===== config.mk =====
export PLATFORM = sky130hd
export DESIGN_NAME = serial_add_sequencer
export DESIGN_NICKNAME = d
export VERILOG_FILES = /design/src/rtl/serial_add_pkg.sv /design/src/rtl/serial_add_slice.sv /design/src/rtl/serial_add_sequencer.sv
export SDC_FILE = /design/constraint.sdc
export NUM_CORES = 1
export LEC_CHECK = 0
export ABC_AREA = 1
export CAP_MARGIN = 40
export CORE_ASPECT_RATIO = 1.1
export CORE_MARGIN = 8
export CORE_UTILIZATION = 55
export DETAILED_ROUTE_END_ITERATION = 12
export DONT_BUFFER_PORTS = 1
export PLACE_DENSITY = 0.73
export SLEW_MARGIN = 20
export SYNTH_ARGS = -nofsm -noshare
export SYNTH_HDL_FRONTEND = slang
export SYNTH_HIERARCHICAL = 1
export SYNTH_SLANG_ARGS = --single-unit

===== constraint.sdc =====
create_clock -name clk -period 1.6 [get_ports clk]
set_input_delay 0.48 -clock clk [delete_from_list [all_inputs] [get_ports clk]]
set_output_delay 0.48 -clock clk [all_outputs]
set_load 0.01 [all_outputs]

===== src/rtl/serial_add_pkg.sv =====
// Shared types and helpers for the serial add sequencer and its slice adder.
package serial_add_pkg;

  typedef enum logic [1:0] {
    IDLE  = 2'd0,
    RUN   = 2'd1,
    FLUSH = 2'd2
  } state_e;

  // Bits needed to count `value` items, never less than one.
  function automatic int clog2(input int value);
    int r;
    r = 0;
    while ((32'sd1 << r) < value) begin
      r = r + 1;
    end
    if (r < 1) begin
      r = 1;
    end else begin
      r = r;
    end
    return r;
  endfunction

endpackage


===== src/rtl/serial_add_slice.sv =====
// Combinational W-bit adder slice with carry in and carry out.
module serial_add_slice #(
  parameter int W = 2
) (
  input  logic [W-1:0] a,
  input  logic [W-1:0] b,
  input  logic         cin,
  output logic [W-1:0] s,
  output logic         cout
);

  logic [W:0] total_s;

  assign total_s = {1'b0, a} + {1'b0, b} + {{W{1'b0}}, cin};
  assign s       = total_s[W-1:0];
  assign cout    = total_s[W];

endmodule


===== src/rtl/serial_add_sequencer.sv =====
// Streams N-bit operands through a W-bit slice adder, LSB slice first,
// owning the inter-slice carry and reporting the final carry-out.
module serial_add_sequencer
  import serial_add_pkg::*;
#(
  parameter int N = 1024,
  parameter int W = 2
) (
  input  logic         clk,
  input  logic         rst,
  input  logic         start,
  output logic         busy,
  output logic         done,
  input  logic         in_valid,
  output logic         in_ready,
  input  logic [W-1:0] a_slice,
  input  logic [W-1:0] b_slice,
  output logic         out_valid,
  input  logic         out_ready,
  output logic [W-1:0] sum_slice,
  output logic         cout
);

  localparam int CC = N / W;
  localparam int CW = clog2(CC);
  localparam logic [CW-1:0] LAST_CNT = CW'(CC - 1);

  state_e        state_q, state_d;
  logic          carry_q, carry_d;
  logic [CW-1:0] cnt_q, cnt_d;
  logic [W-1:0]  sum_q, sum_d;
  logic          out_valid_q, out_valid_d;
  logic          busy_q, busy_d;
  logic          done_q, done_d;
  logic          cout_q, cout_d;

  logic [W-1:0]  slice_sum_s;
  logic          slice_cout_s;
  logic          in_hs_s;
  logic          out_hs_s;

  serial_add_slice #(.W(W)) u_slice (
    .a    (a_slice),
    .b    (b_slice),
    .cin  (carry_q),
    .s    (slice_sum_s),
    .cout (slice_cout_s)
  );

  // A held output slice blocks new input so sum and carry stay frozen.
  assign in_ready = (state_q == RUN) && (!out_valid_q || out_ready);
  assign in_hs_s  = in_valid && in_ready;
  assign out_hs_s = out_valid_q && out_ready;

  // Next-state and next-output computation for the sequencer.
  always_comb begin
    state_d     = state_q;
    carry_d     = carry_q;
    cnt_d       = cnt_q;
    sum_d       = sum_q;
    out_valid_d = out_valid_q;
    busy_d      = busy_q;
    done_d      = 1'b0;
    cout_d      = cout_q;
    case (state_q)
      IDLE: begin
        carry_d = 1'b0;
        cnt_d   = '0;
        if (start) begin
          state_d = RUN;
          busy_d  = 1'b1;
          cout_d  = 1'b0;
        end else begin
          state_d = IDLE;
        end
      end
      RUN: begin
        if (in_hs_s) begin
          sum_d       = slice_sum_s;
          carry_d     = slice_cout_s;
          out_valid_d = 1'b1;
          if (cnt_q == LAST_CNT) begin
            cnt_d   = '0;
            cout_d  = slice_cout_s;
            state_d = FLUSH;
          end else begin
            cnt_d = cnt_q + CW'(1);
          end
        end else if (out_hs_s) begin
          out_valid_d = 1'b0;
        end else begin
          out_valid_d = out_valid_q;
        end
      end
      FLUSH: begin
        if (out_hs_s) begin
          out_valid_d = 1'b0;
          done_d      = 1'b1;
          busy_d      = 1'b0;
          state_d     = IDLE;
        end else begin
          state_d = FLUSH;
        end
      end
      default: begin
        state_d     = IDLE;
        carry_d     = 1'b0;
        cnt_d       = '0;
        out_valid_d = 1'b0;
        busy_d      = 1'b0;
      end
    endcase
  end

  // State and output registers with asynchronous reset.
  always_ff @(posedge clk or posedge rst) begin
    if (rst) begin
      state_q     <= IDLE;
      carry_q     <= 1'b0;
      cnt_q       <= '0;
      sum_q       <= '0;
      out_valid_q <= 1'b0;
      busy_q      <= 1'b0;
      done_q      <= 1'b0;
      cout_q      <= 1'b0;
    end else begin
      state_q     <= state_d;
      carry_q     <= carry_d;
      cnt_q       <= cnt_d;
      sum_q       <= sum_d;
      out_valid_q <= out_valid_d;
      busy_q      <= busy_d;
      done_q      <= done_d;
      cout_q      <= cout_d;
    end
  end

  assign busy      = busy_q;
  assign done      = done_q;
  assign out_valid = out_valid_q;
  assign sum_slice = sum_q;
  assign cout      = cout_q;

endmodule


### After elaboration in Yosys (flattened, before gate mapping)

Index checks and enable logic that the tools add are counted.

| operators by class | value |
|---|---|
| $add $sub $neg | 3 |
| multiply operators | 0 |
| div/mod/pow operators | 0 |
| $lt $le $gt $ge | 0 |
| equality and inequality tests | 7 |
| shift operators | 0 |
| multiplexer cells | 22 |
| bitwise operators | 2 |
| reductions and logical operators | 12 |

Operators by type and width:

| operator | count |
|---|---|
| 9-bit two-way mux | 2 |
| 9-bit case mux with 2 select lines | 1 |
| 1-bit two-way mux | 11 |
| 9-bit by 1-bit adder with 9-bit output (second input constant) | 1 |
| 9-bit == test (second input constant) | 1 |
| 2-bit two-way mux | 3 |
| 2-bit != test (second input constant) | 3 |
| 1-bit case mux with 3 select lines | 2 |
| 2-bit case mux with 3 select lines | 1 |
| 2-bit AND reduction | 3 |
| 1-bit case mux with 2 select lines | 2 |
| 4-bit AND reduction | 1 |
| 2-bit by 2-bit adder with 3-bit output | 1 |
| 3-bit by 1-bit adder with 3-bit output | 1 |
| 1-bit logical AND | 3 |
| 3-bit AND reduction | 1 |
| 2-bit by 1-bit == test with 1-bit output (second input constant) | 1 |
| 2-bit == test (second input constant) | 1 |
| 2-bit logical NOT | 1 |
| 2-bit by 1-bit != test with 1-bit output (second input constant) | 1 |
| 1-bit NOT | 2 |
| 2-bit nonzero test | 1 |
| 1-bit logical NOT | 1 |
| 1-bit logical OR | 1 |

| storage, ports and cells | value |
|---|---|
| flip-flop bits (word level) | 18 |
| bits in latches | 0 |
| memory bits (writable) | 0 |
| ROM bits | 0 |
| bits of input ports | 9 |
| output and inout bits | 7 |
| word-level logic and storage cells | 54 |
| memories kept | 0 |

### Depth between registers and ports, before layout

| logic depth | value |
|---|---|
| depth after elaboration | 6 |
| gate-level depth with buffers | 11 |
| mapped depth without buffers | 11 |

### By module

The synthesis kept the hierarchy.

Modules (own cells, without submodules):

| module | times used | cells an instance | area an instance (um^2) | seq. area each (um^2) |
|---|---|---|---|---|
| serial_add_sequencer | 1 | 127 | 1017.2 | 450.4 |
| serial_add_slice | 1 | 10 | 70.1 | 0.0 |

### Worst setup path after synthesis

No wires, ideal clock.

| timing path | value |
|---|---|
| path kind | input-to-reg |
| from | input a_slice[0] |
| to | register sum_q[1], in the netlist sum_slice[1] |
| setup time | 0.125 ns |
| data arrival time | 1.686 ns |
| required time | 1.475 ns |
| setup slack | -0.211 ns |
| stages on the path | 5 |
| path buffers | 0 |
| cells stage by stage | inv_1 -> fa_1 -> fa_1 -> inv_1 -> mux2_2 |

| on the way | value |
|---|---|
| word-level cells in the longest chain between the ends | 2 |

Ends and longest elaborated chain:

| element | line | text |
|---|---|---|
| from (decl) | serial_add_sequencer.sv:16 | `input logic [W-1:0] a_slice,` |
| 2-bit by 2-bit adder with 3-bit output | serial_add_slice.sv:14 | `assign total_s = {1'b0, a} + {1'b0, b} + {{W{1'b0}}, cin};` |
| 3-bit by 1-bit adder with 3-bit output | serial_add_slice.sv:14 |  |
| named net slice_sum_s[1] | serial_add_sequencer.sv:37 | `logic [W-1:0] slice_sum_s;` |
| to (signal assigned) | serial_add_sequencer.sv:130 | `sum_q <= sum_d;` |
| to (decl) | serial_add_sequencer.sv:31 | `logic [W-1:0] sum_q, sum_d;` |

The timed path passes the listed nets, and every way through them passes these cells.
A chain may end at the register's enable or synchronous reset.

### Worst setup path after layout

| timing path | value |
|---|---|
| from | register cnt_q[0] |
| to | register state_q[0] |

| on the way | value |
|---|---|
| word-level cells in the longest chain between the ends | 3 |

Ends and longest elaborated chain:

| element | line | text |
|---|---|---|
| from (decl) | serial_add_sequencer.sv:30 | `logic [CW-1:0] cnt_q, cnt_d;` |
| from (signal assigned) | serial_add_sequencer.sv:129 | `cnt_q <= cnt_d;` |
| 9-bit == test | serial_add_sequencer.sv:82 | `if (cnt_q == LAST_CNT) begin` |
| 2-bit by 1-bit != test with 1-bit output (no line) | - |  |
| 2-bit AND reduction (no line) | - |  |
| to (signal assigned) | serial_add_sequencer.sv:127 | `state_q <= state_d;` |
| to (decl) | serial_add_sequencer.sv:28 | `state_e state_q, state_d;` |

No other way between the ends.

==> qor.txt <==
status: finished, violations left
violated checks: setup timing
reg2reg start: cnt_q[0]
most frequent cells in the layout: 37 x nand2_1, 22 x buf_4, 18 x inv_1
clock sink count: 18
number of global-route vias before repair: 982
Worst Reg-to-Reg Cells: 11
number of I/O pins: 16
CP arrival: 1.92 ns
Seq/Total Area, Yosys: 0.4143
Die Y: 62.63 um
Crit. End Element: flop
M3 GR Usage: 0.04115
Via density: 5.073
final setup vio count: 11
CP required: 1.82 ns
pwr/cell area: 1401 nW/um2
GRT overflow: 0
Critical Path Sink: state_q[0]
busiest grt layer: met2
number of distinct library cells after synthesis: 22
final worst slack: -0.1006 ns
maximum vdd drop: 1.157 mV
first-pass GRT wire length: 4015 um
Max Root-Sink Buffers: 2
placer congestion estimate: 0.8150
DRT iter0 DRCs: 20
Port Buf Inserts: 0
worst min-delay path category: in2async
Area Overhead vs Synth: 30.61%
CP startpoint kind: flop
Cell Area, Synth: 1087 um2
Final Max Slew Viols: 0
core area: 1936 um2
Routed Antenna Nets: 0
most common cell after layout, fill and taps aside: nand2_1
CTS Buf Count: 3
WL per Instance: 13.35 um
Achievable Freq: 0.5880 GHz
worst slew margin relative to its limit: 0.7919
clock root buffer: clkbuf_4
starting density of the core: 0.5617
largest net degree at the start of global routing: 19
Post-DP HPWL: 1717 um
H-tree Lvls: 1
minimum clock period: 1.701 ns
syn avg cell area: 7.936 um2
# rows: 17
chip width: 58.40 um
n_diodes: 0
crit path max fanout: 4
unrepaired setup endpoints after global routing: true
CP Class: reg2reg
DRC Markers: 0
leakage power: 0.7201 nW
Final Skew: 0.003337 ns
grt met2 use: 0.2610
CTS Hold Bufs: 0
Synth Instances: 137
Syn Nets: 153
Worst-Margin Slew: 0.3121 ns
pre-CTS setup slack: -0.1540 ns
die area: 3657 um2
final core occ: 0.7337
total wire length: 2564 um
Initial DRT Pass Iterations: 4
final period utilization: 1.063
YS warnings: 6
CTS tree: yes
nets@finish: 181
Critical Path Start: cnt_q[0]
Clk Latency, worst-skew pair: 0.29 ns
r2r endpoint: state_q[0]
Final Hold Fails: 0
Clock transition at path regs: 0.11 ns
Worst R2R Setup Slack: -0.10 ns
Via Count: 974
initial antenna violation count: 0
routing usage on met1: 0.1315
layout cells sized above 1: 0.3598
reported max-cap violation count: 0
#FFs+latches synth: 18
Hold WS: 0.08173 ns
GRT Overall Usage: 0.1339
## cell families after synthesis
logic type               synth area share
AO/OA/AOI/OAI                      0.1093
XOR/XNOR                         0.008057
adder cells (fa/ha/maj)           0.09436
buffers and inverters              0.1013
flip-flops                         0.4143
multiplexers                      0.02071
AND/OR/NAND/NOR                    0.2520
## timing repair
action	in CTS	in global routing
pin swaps	6	8
gates resized for setup	15	9
setup buffers	4	8
setup endpoints to repair	12	13
endpoints found under the hold margin	0	0
## report_power, final
group	internal (W)	switching, W
Sequential	0.000559	0.000115
Clock	0.000138	0.000145
Combinational	0.000443	0.000590
Total	0.00114	0.000850
## synthesized netlist by cell type, drive strengths merged
cell type | number | area [um2]
o21ai | 12 | 78.82
ha | 5 | 62.56
dfrtp | 18 | 450.4
nand2 | 40 | 160.2
nand4 | 3 | 18.77
mux2 | 2 | 22.52
buf | 2 | 16.26
nor3 | 2 | 10.01
nor2 | 12 | 45.04
nand3 | 8 | 40.04
a21oi | 4 | 31.28
xor2 | 1 | 8.760
fa | 2 | 40.04
inv | 25 | 93.84
o2111ai | 1 | 8.760
## critical path: stages (launching register included)
cell     delay [ns]
dfrtp_1        0.38
ha_2           0.19
nand2_2        0.07
nor2_4         0.12
inv_2          0.05
nor3_2         0.11
ha_2           0.22
inv_2          0.06
o21ai_4        0.15
buf_6          0.13
nor2_1         0.03
a21oi_1        0.11
## per-stage QoR
stage	cells	setup TNS, ns	power, W	area [um2]
finish	192	-0.6336	0.001990	1420
detailed placement	177	-0.7778	0.001497	1224
global route	192	-2.008	0.002143	1420
floorplan	137	-0.2398	0.001271	1100
CTS	185	-0.3809	0.001871	1338
global placement	177	-0.4386	0.001459	1224
## area by class of cell
cell class                 instances  area (um2)
fill                             136       515.5
multi-input combinational         92       601.8
inverter                          25       96.34
clock buffer                       4       36.28
tap                               28       35.03
timing repair buffer              25       198.9
sequential                        18       451.7
## routing by layer
layer / routed length (um) / up-vias
met5: 0 / -
met1: 987 / 459
met4: 40 / 0
met3: 120 / 6
li1: - / 483
met2: 1415 / 26
## how the worst min path moves through the flow
stage / startpoint / to / slack (ns) / cells past startpoint
5_1_grt: rst / out_valid / 0.09 / 2
2_1_floorplan: rst / busy / 0.42 / 1
3_3_place_gp: rst / carry_q / 0.40 / 2
6_report: rst / carry_q / 0.08 / 2
4_1_cts: rst / carry_q / 0.08 / 2
3_5_place_dp: rst / carry_q / 0.41 / 2
## flip-flops by register name (all words and copies together), names as in the netlist
signal     cells
busy           1
carry_q        1
state_q        2
out_valid      1
cnt_q          9
done           1
cout           1
sum_slice      2
Note: power is estimated with default switching activity, not from simulation.
